## src/rtl/dram_access_arbiter_if.sv

```systemverilog
// Handshake and bus bundle between the requesters, the SDRAM sequencer and the access arbiter.
// The slave modport is the arbiter's view; the master modport is the surrounding logic's view.
interface dram_access_arbiter_if;
    logic        vga_req;
    logic [24:0] vga_addr;
    logic        vga_done;
    logic        cpu_req;
    logic        cpu_write;
    logic [24:0] cpu_addr;
    logic        cpu_done;
    logic        cmd_valid;
    logic        cmd_ready;
    logic        cmd_refresh;
    logic        cmd_write;
    logic [24:0] cmd_addr;
    logic        op_done;
    logic [2:0]  refresh_pending;
    logic        refresh_overrun;

    modport slave (
        input  vga_req, vga_addr, cpu_req, cpu_write, cpu_addr, cmd_ready, op_done,
        output vga_done, cpu_done, cmd_valid, cmd_refresh, cmd_write, cmd_addr,
               refresh_pending, refresh_overrun
    );

    modport master (
        output vga_req, vga_addr, cpu_req, cpu_write, cpu_addr, cmd_ready, op_done,
        input  vga_done, cpu_done, cmd_valid, cmd_refresh, cmd_write, cmd_addr,
               refresh_pending, refresh_overrun
    );
endinterface

```

## src/rtl/dram_access_arbiter.sv

```systemverilog
// Arbitrates VGA fetch, CPU traffic and auto-refresh onto the single SDRAM command sequencer,
// one operation at a time, re-arbitrating only after the sequencer reports completion.
module dram_access_arbiter #(
    parameter int REFRESH_INTERVAL = 700,
    parameter int REFRESH_URGENT   = 2,
    parameter int VGA_MAX_STREAK   = 4
) (
    input logic                  main_clk,
    input logic                  reset,
    dram_access_arbiter_if.slave bus
);
    localparam int TW = (REFRESH_INTERVAL > 1) ? $clog2(REFRESH_INTERVAL) : 1;
    localparam int SW = $clog2(VGA_MAX_STREAK + 1);

    typedef enum logic [1:0] {IDLE, ISSUE, BUSY} state_t;
    typedef enum logic [1:0] {OWN_NONE, OWN_VGA, OWN_CPU, OWN_REF} owner_t;

    state_t        state_q, state_d;
    owner_t        owner_q, owner_d;
    owner_t        grant;
    logic          cmd_valid_q, cmd_valid_d;
    logic          cmd_refresh_q, cmd_refresh_d;
    logic          cmd_write_q, cmd_write_d;
    logic [24:0]   cmd_addr_q, cmd_addr_d;
    logic          vga_done_q, vga_done_d;
    logic          cpu_done_q, cpu_done_d;
    logic [TW-1:0] timer_q, timer_d;
    logic [2:0]    pending_q, pending_d;
    logic          overrun_q, overrun_d;
    logic [SW-1:0] streak_q, streak_d;
    logic          tick;
    logic          refDone;

    always_ff @(posedge main_clk or posedge reset) begin
        if (reset) begin
            state_q       <= IDLE;
            owner_q       <= OWN_NONE;
            cmd_valid_q   <= 1'b0;
            cmd_refresh_q <= 1'b0;
            cmd_write_q   <= 1'b0;
            cmd_addr_q    <= '0;
            vga_done_q    <= 1'b0;
            cpu_done_q    <= 1'b0;
            timer_q       <= '0;
            pending_q     <= '0;
            overrun_q     <= 1'b0;
            streak_q      <= '0;
        end else begin
            state_q       <= state_d;
            owner_q       <= owner_d;
            cmd_valid_q   <= cmd_valid_d;
            cmd_refresh_q <= cmd_refresh_d;
            cmd_write_q   <= cmd_write_d;
            cmd_addr_q    <= cmd_addr_d;
            vga_done_q    <= vga_done_d;
            cpu_done_q    <= cpu_done_d;
            timer_q       <= timer_d;
            pending_q     <= pending_d;
            overrun_q     <= overrun_d;
            streak_q      <= streak_d;
        end
    end

    always_comb begin
        state_d       = state_q;
        owner_d       = owner_q;
        grant         = OWN_NONE;
        cmd_valid_d   = cmd_valid_q;
        cmd_refresh_d = cmd_refresh_q;
        cmd_write_d   = cmd_write_q;
        cmd_addr_d    = cmd_addr_q;
        vga_done_d    = 1'b0;
        cpu_done_d    = 1'b0;
        streak_d      = streak_q;
        refDone       = 1'b0;

        case (state_q)
            IDLE: begin
                // An urgent refresh backlog beats the VGA deadline; VGA yields after a full streak.
                if (pending_q >= 3'(REFRESH_URGENT)) begin
                    grant = OWN_REF;
                end else if (bus.vga_req &&
                             !(streak_q == SW'(VGA_MAX_STREAK) && bus.cpu_req)) begin
                    grant = OWN_VGA;
                end else if (bus.cpu_req) begin
                    grant = OWN_CPU;
                end else if (pending_q != 3'd0) begin
                    grant = OWN_REF;
                end

                if (grant == OWN_VGA) begin
                    if (!bus.cpu_req) begin
                        streak_d = '0;
                    end else if (streak_q != SW'(VGA_MAX_STREAK)) begin
                        streak_d = streak_q + SW'(1);
                    end
                end else if (grant == OWN_CPU) begin
                    streak_d = '0;
                end

                if (grant != OWN_NONE) begin
                    state_d       = ISSUE;
                    owner_d       = grant;
                    cmd_valid_d   = 1'b1;
                    cmd_refresh_d = (grant == OWN_REF);
                    cmd_write_d   = (grant == OWN_CPU) && bus.cpu_write;
                    cmd_addr_d    = (grant == OWN_VGA) ? bus.vga_addr :
                                    (grant == OWN_CPU) ? bus.cpu_addr : 25'd0;
                end
            end
            ISSUE: begin
                if (bus.cmd_ready) begin
                    cmd_valid_d = 1'b0;
                    state_d     = BUSY;
                end
            end
            BUSY: begin
                if (bus.op_done) begin
                    state_d    = IDLE;
                    vga_done_d = (owner_q == OWN_VGA);
                    cpu_done_d = (owner_q == OWN_CPU);
                    refDone    = (owner_q == OWN_REF);
                end
            end
            default: state_d = IDLE;
        endcase
    end

    // Refresh bookkeeping: a tick coinciding with a refresh completion cancels out.
    always_comb begin
        tick      = (timer_q == TW'(REFRESH_INTERVAL - 1));
        timer_d   = tick ? '0 : timer_q + TW'(1);
        pending_d = pending_q;
        overrun_d = overrun_q | (tick && pending_q == 3'd7);
        if (tick && !refDone) begin
            if (pending_q != 3'd7) begin
                pending_d = pending_q + 3'd1;
            end
        end else if (!tick && refDone && pending_q != 3'd0) begin
            pending_d = pending_q - 3'd1;
        end
    end

    assign bus.vga_done        = vga_done_q;
    assign bus.cpu_done        = cpu_done_q;
    assign bus.cmd_valid       = cmd_valid_q;
    assign bus.cmd_refresh     = cmd_refresh_q;
    assign bus.cmd_write       = cmd_write_q;
    assign bus.cmd_addr        = cmd_addr_q;
    assign bus.refresh_pending = pending_q;
    assign bus.refresh_overrun = overrun_q;
endmodule

```

## src/flat_wrapper.sv

```systemverilog
// flat-port wrapper written by rule: the top's interface ports become plain ports
module dram_access_arbiter_flat 
#(
    parameter int REFRESH_INTERVAL = 700,
    parameter int REFRESH_URGENT   = 2,
    parameter int VGA_MAX_STREAK   = 4
)
  (main_clk, reset, bus_vga_req, bus_vga_addr, bus_cpu_req, bus_cpu_write, bus_cpu_addr, bus_cmd_ready, bus_op_done, bus_vga_done, bus_cpu_done, bus_cmd_valid, bus_cmd_refresh, bus_cmd_write, bus_cmd_addr, bus_refresh_pending, bus_refresh_overrun);
  dram_access_arbiter_if bus_i ();
  input logic main_clk;
  input logic reset;
  input wire logic [$bits(bus_i.vga_req)-1:0] bus_vga_req;
  input wire logic [$bits(bus_i.vga_addr)-1:0] bus_vga_addr;
  input wire logic [$bits(bus_i.cpu_req)-1:0] bus_cpu_req;
  input wire logic [$bits(bus_i.cpu_write)-1:0] bus_cpu_write;
  input wire logic [$bits(bus_i.cpu_addr)-1:0] bus_cpu_addr;
  input wire logic [$bits(bus_i.cmd_ready)-1:0] bus_cmd_ready;
  input wire logic [$bits(bus_i.op_done)-1:0] bus_op_done;
  output wire logic [$bits(bus_i.vga_done)-1:0] bus_vga_done;
  output wire logic [$bits(bus_i.cpu_done)-1:0] bus_cpu_done;
  output wire logic [$bits(bus_i.cmd_valid)-1:0] bus_cmd_valid;
  output wire logic [$bits(bus_i.cmd_refresh)-1:0] bus_cmd_refresh;
  output wire logic [$bits(bus_i.cmd_write)-1:0] bus_cmd_write;
  output wire logic [$bits(bus_i.cmd_addr)-1:0] bus_cmd_addr;
  output wire logic [$bits(bus_i.refresh_pending)-1:0] bus_refresh_pending;
  output wire logic [$bits(bus_i.refresh_overrun)-1:0] bus_refresh_overrun;
  assign bus_i.vga_req = bus_vga_req;
  assign bus_i.vga_addr = bus_vga_addr;
  assign bus_i.cpu_req = bus_cpu_req;
  assign bus_i.cpu_write = bus_cpu_write;
  assign bus_i.cpu_addr = bus_cpu_addr;
  assign bus_i.cmd_ready = bus_cmd_ready;
  assign bus_i.op_done = bus_op_done;
  assign bus_vga_done = bus_i.vga_done;
  assign bus_cpu_done = bus_i.cpu_done;
  assign bus_cmd_valid = bus_i.cmd_valid;
  assign bus_cmd_refresh = bus_i.cmd_refresh;
  assign bus_cmd_write = bus_i.cmd_write;
  assign bus_cmd_addr = bus_i.cmd_addr;
  assign bus_refresh_pending = bus_i.refresh_pending;
  assign bus_refresh_overrun = bus_i.refresh_overrun;
  dram_access_arbiter #(.REFRESH_INTERVAL(REFRESH_INTERVAL), .REFRESH_URGENT(REFRESH_URGENT), .VGA_MAX_STREAK(VGA_MAX_STREAK)) u_core (.main_clk(main_clk), .reset(reset), .bus(bus_i));
endmodule
```

## config.mk

```make
export PLATFORM = sky130hd
export DESIGN_NAME = dram_access_arbiter_flat
export DESIGN_NICKNAME = d
export VERILOG_FILES = /design/src/rtl/dram_access_arbiter_if.sv /design/src/rtl/dram_access_arbiter.sv /design/src/flat_wrapper.sv
export SDC_FILE = /design/constraint.sdc
export NUM_CORES = 1
export LEC_CHECK = 0
export ABC_AREA = 1
export CAP_MARGIN = 20
export CORE_MARGIN = 2
export CORE_UTILIZATION = 40
export DETAILED_ROUTE_END_ITERATION = 10
export PLACE_DENSITY = 0.86
export SYNTH_ARGS = -nofsm -noshare
export SYNTH_HDL_FRONTEND = slang
export SYNTH_SLANG_ARGS = --single-unit
```

## constraint.sdc

```tcl
create_clock -name main_clk -period 1.53 [get_ports main_clk]
set_input_delay 0.2295 -clock main_clk [delete_from_list [all_inputs] [get_ports main_clk]]
set_output_delay 0.2295 -clock main_clk [all_outputs]
set_load 0.05 [all_outputs]
```

* Word level (Yosys, flattened, before mapping)
Index checks and enable logic that the tools add are counted.
Storage, ports and cells: bits in latches 0, register bits 51, output and inout bits 34, bits in writable memories 0, word-level logic and storage cells 85, memories 0, bits of input ports 57, ROM bits 0
Cells by class: shift operators 0, muxes and demuxes 28, order comparisons 1, equal/unequal tests 18, div/mod/pow operators 0, multipliers 0, add/subtract/negate cells 4, bitwise gates (word level) 1, reductions and logical operators 21
Operators by type and width (number):
- $mux W25 | 2
- $mux W3 | 7
- $mux W2 | 8
- $add A10 B1 Y10 const B | 1
- $eq A10 B10 Y1 const B | 1
- $eq A2 B2 Y1 const B | 5
- $mux W10 | 1
- $ne A3 B3 Y1 const B | 3
- $reduce_and A3 Y1 | 3
- $mux W1 | 8
- $reduce_bool A2 Y1 | 4
- $logic_and A1 B1 Y1 | 7
- $add A3 B1 Y3 const B | 2
- $eq A2 B1 Y1 const B | 3
- $eq A3 B3 Y1 const B | 2
- $ne A2 B2 Y1 const B | 3
- $pmux W2 S3 | 1
- $reduce_and A2 Y1 | 2
- $ge A3 B2 Y1 const B | 1
- $logic_not A1 Y1 | 3
- $reduce_bool A3 Y1 | 1
- $sub A3 B1 Y3 const B | 1
- $logic_not A2 Y1 | 1
- $ne A2 B1 Y1 const B | 1
- other kinds (2) | 2

* Depth between registers and ports, before layout
word-level depth 10, gate-level depth with buffers 11, gate-level depth less buffers 11

* Worst setup path before layout
Ideal clock, no wire load.
kind register to register, from register u_core.timer_q[0], to register u_core.pending_q[2], in the netlist u_core.bus.refresh_pending[2], required time 1.410 ns, cell stages (with the launch flop) 9, buffers on the path 0, setup time 0.120 ns, arrival 1.560 ns, path slack -0.150 ns, clock period less this slack 1.680 ns, cell sequence dfrtp_1 > ha_1 > nand4_1 > nor3_1 > nand3_1 > fa_1 > nand3b_1 > nand4_1 > nand2_1
On the way: longest elaborated chain between the ends 6, elaborated cells between the ends (all ways) 9, those cells by class eq/ne: 2; mux: 1; reduce/logical: 6
RTL lines:
- start, declared | line dram_access_arbiter.sv:27 | logic [TW-1:0] timer_q, timer_d;
- start signal, assigned | line dram_access_arbiter.sv:57 | timer_q <= timer_d;
- $eq A10 B10 Y1 (*) | line dram_access_arbiter.sv:131 | tick = (timer_q == TW'(REFRESH_INTERVAL - 1));
- $logic_not A1 Y1 | line dram_access_arbiter.sv:139 | end else if (!tick && refDone && pending_q != 3'd0) begin
- $logic_and A1 B1 Y1 (2 in a row) | line dram_access_arbiter.sv:139
- $reduce_bool A2 Y1 (no line)
- $reduce_and A2 Y1 (no line)
- end signal, assigned | line dram_access_arbiter.sv:58 | pending_q <= pending_d;
- end, declared | line dram_access_arbiter.sv:28 | logic [2:0] pending_q, pending_d;
Every way passes the cells marked *; elsewhere a longest branch is shown, timed or not. A chain may end at the register's enable or synchronous reset.

* Worst setup path after layout
from register u_core.timer_q[1], to register u_core.pending_q[2], in the netlist u_core.bus.refresh_pending[2]
Same word-level chain as after synthesis.

==> impl_results.md <==
* Core box area at 5991 um^2
* CTS H-tree depth at 2
* Total gr overflow at 0
* Core Util, Final at 0.7143
* Status: complete, but fails checks
* Gpl congestion at 0.8113
* HP Class: in2async
* Worst EP required at 1.77 ns
* CP endpoint kind: flop
* # clock sinks at 51
* Clk_lat worst skew at 0.31 ns
* Sequential-to-total area share from yosys stat at 0.5077
* Peak VDD IR at 2.132 mV
* Drt total wl at 8.704 mm
* Largest net degree at the start of global routing at 52
* Drt via density at 5.274
* # diodes at 0
* Layout cells sized above 1 at 0.4172
* DRC at 0
* R2R Path Start: u_core.timer_q[1]
* Synthesized netlist cell count at 292
* Kind of critical path: reg2reg
* CP bufs+invs at 0
* Max Clk Rate at 0.5396 GHz
* TritonCTS Buffers at 5
* Max Buffers Root-to-Sink at 2
* Commonest non-fill, non-tap cell in the layout: buf_4
* Critical R2R Capture: u_core.bus.refresh_pending[2]
* Crit-path cells: ha_2, nand4_1, nor3_2, nand3_1, fa_2, nand3b_1, nand3_1, nand2_1, nand2_1
* Vias in the first global route at 2,759
* Post-route ant nets at 0
* Placed Area at 3712 um^2
* Nets at 490
* Vias at 2,658
* Final Cycle Share at 1.211
* Post-CTS Hold Buffers at 0
* Die Ht at 83.27 um
* Total track usage at 0.2248
* Crit path setup slack, layout at -0.3232 ns
* Mean Syn Cell Area at 8.608 um^2
* Die area at 6934 um^2
* Global-route wire length before repair at 12.47 mm
* Final Critical Period at 1.853 ns
* Final setup fails at 33
* WHS at 0.2795 ns
* Worst reg-to-reg path cell count at 9
* Max-capacitance violation count at 0
* Antenna violations before repair at 0
* Critical path arrival at 2.09 ns
* Row cnt at 28
* R2r setup slk at -0.32 ns
* Root Driver: clkbuf_8
* Slew margin rel. at 0.7415
* DR pass1 iterations at 4
* Clk pin slew, worst setup/hold paths at 0.10 ns
* Measured slew at the worst slew-check pin at 0.3860 ns
* Pre-CTS setup slack at -0.3127 ns
* Slew Limit Fails at 0
* Final Hold Fails at 0
* Crit path max fanout at 2
* Syn Nets at 353
* HPWL Detailed at 5.353 mm
* PwrDens at 2117 nW/um^2
* RSZ-0062 raised after global routing: yes
* Synth-to-Final Area Change at 70.23%
* Initial DRC Count at 133
* Synthesized area at 2514 um^2
* Setup crit start kind: flop
* Most frequent cells in the layout: buf_4, clkdlybuf4s50_1, nand2_1
* Skew final at 0.01374 ns
* Yosys reg bits at 51
* Crit-path leading delay family: simple AND/OR/NAND/NOR gates
* CP peak stage delay at 0.37 ns
* CTS tree: built
* Synth unique cells at 31
* Initial Util at 0.4196
* Slowest CP cell: dfrtp_1
* Post-route design area at 4279 um^2
* Port bufs at 90
* P_leak at 1.983 nW
* WL/cell at 17.27 um
* Warnings from Yosys at 0
* Boundary pin count at 91
* Die width at 83.27 um
* Violated checks: negative setup slack
## flip-flops by register name, summed over array words and instances (netlist names)
signal                      cells
u_core.owner_q                  2
u_core.bus.vga_done             1
u_core.bus.cmd_addr            25
u_core.bus.refresh_overrun      1
u_core.bus.refresh_pending      3
u_core.bus.cmd_refresh          1
u_core.bus.cpu_done             1
u_core.bus.cmd_write            1
u_core.state_q                  2
u_core.timer_q                 10
u_core.bus.cmd_valid            1
u_core.streak_q                 3
## synth_stat cells
cell type | instances | area (um^2)
nor3_1 | 4 | 20.02
clkinv_1 | 1 | 3.750
dfrtp_1 | 51 | 1276
nand2_2 | 4 | 25.02
o21ai_4 | 1 | 16.27
o21ai_0 | 8 | 40.04
inv_1 | 20 | 75.07
nand3_1 | 16 | 80.08
a22o_1 | 1 | 8.760
nor2_4 | 1 | 11.26
o211ai_1 | 1 | 7.510
xor2_1 | 2 | 17.52
buf_4 | 1 | 7.510
a21oi_2 | 10 | 87.58
inv_2 | 6 | 22.52
nand3b_1 | 3 | 22.52
o21bai_1 | 2 | 15.01
buf_12 | 1 | 20.02
a21oi_1 | 40 | 200.2
fa_1 | 1 | 20.02
buf_6 | 2 | 22.52
nand4_1 | 6 | 37.54
a21boi_2 | 1 | 11.26
buf_2 | 5 | 25.02
nand2_1 | 60 | 225.2
nor2_2 | 3 | 18.77
or2_2 | 2 | 12.51
o21a_1 | 1 | 7.510
ha_1 | 3 | 37.54
nor2_1 | 34 | 127.6
nand3b_2 | 1 | 11.26
## report_power, final
part	total, mW	internal, mW	switching [mW]
combinational	5.85	2.26	3.59
sequential	2.27	1.87	0.400
clock	0.938	0.481	0.458
## metrics by stage
stage | power (mW) | std cells | setup TNS, ns
5_1_grt | 9.480 | 504 | -5.347
3_3_place_gp | 6.713 | 487 | -5.257
2_1_floorplan | 5.306 | 292 | -0.2510
4_1_cts | 8.262 | 500 | -0.5446
6_report | 9.058 | 504 | -2.924
3_5_place_dp | 6.899 | 487 | -6.759
## worst reg2reg max path, cell delays in order (launching register included)
cell      delay, ns
dfrtp_1        0.37
ha_2           0.19
nand4_1        0.14
nor3_2         0.19
nand3_1        0.13
fa_2           0.36
nand3b_1       0.19
nand3_1        0.10
nand2_1        0.05
nand2_1        0.06
## per-layer routing
layer	track usage	wire [um]
met1	0.2460	3161
met2	0.4084	4760
met3	0.04771	394
met4	0.1118	388
met5	0	0
## how the worst max path moves through the flow
stage / startpoint / to / cells after the start
2_1_floorplan: u_core.timer_q[0] / u_core.bus.refresh_pending[2] / 8
3_3_place_gp: bus_op_done / u_core.bus.refresh_pending[2] / 8
3_5_place_dp: bus_op_done / u_core.bus.refresh_pending[2] / 8
4_1_cts: u_core.timer_q[1] / u_core.bus.refresh_pending[2] / 9
5_1_grt: u_core.timer_q[1] / u_core.bus.refresh_pending[2] / 9
6_report: u_core.timer_q[1] / u_core.bus.refresh_pending[2] / 9
## what timing repair did
action / 4_1_cts / 5_1_grt
pin swaps: 5 / 21
resized for setup: 20 / 80
endpoints found under the setup margin: 29 / 40
gates cloned: 1 / 0
setup buffers: 5 / 6
## cells by family after synthesis
kind of cell | share of synthesized area
AND/OR/NAND/NOR | 0.2354
AO/OA/AOI/OAI | 0.1568
flip-flops | 0.5077
buffers and inverters | 0.07018
adder cells (fa/ha/maj) | 0.02290
XOR/XNOR | 0.006970
## layout make-up
class                           count  area, um^2
Fill cell                         390        1712
Sequential cell                    51        1280
Inverter                           27       117.6
Tap cell                           75       93.84
Clock buffer                        6       72.57
Timing Repair Buffer              139        1318
Clock inverter                      1       30.03
Multi-Input combinational cell    205        1368
(Power assumes the default switching activity.)
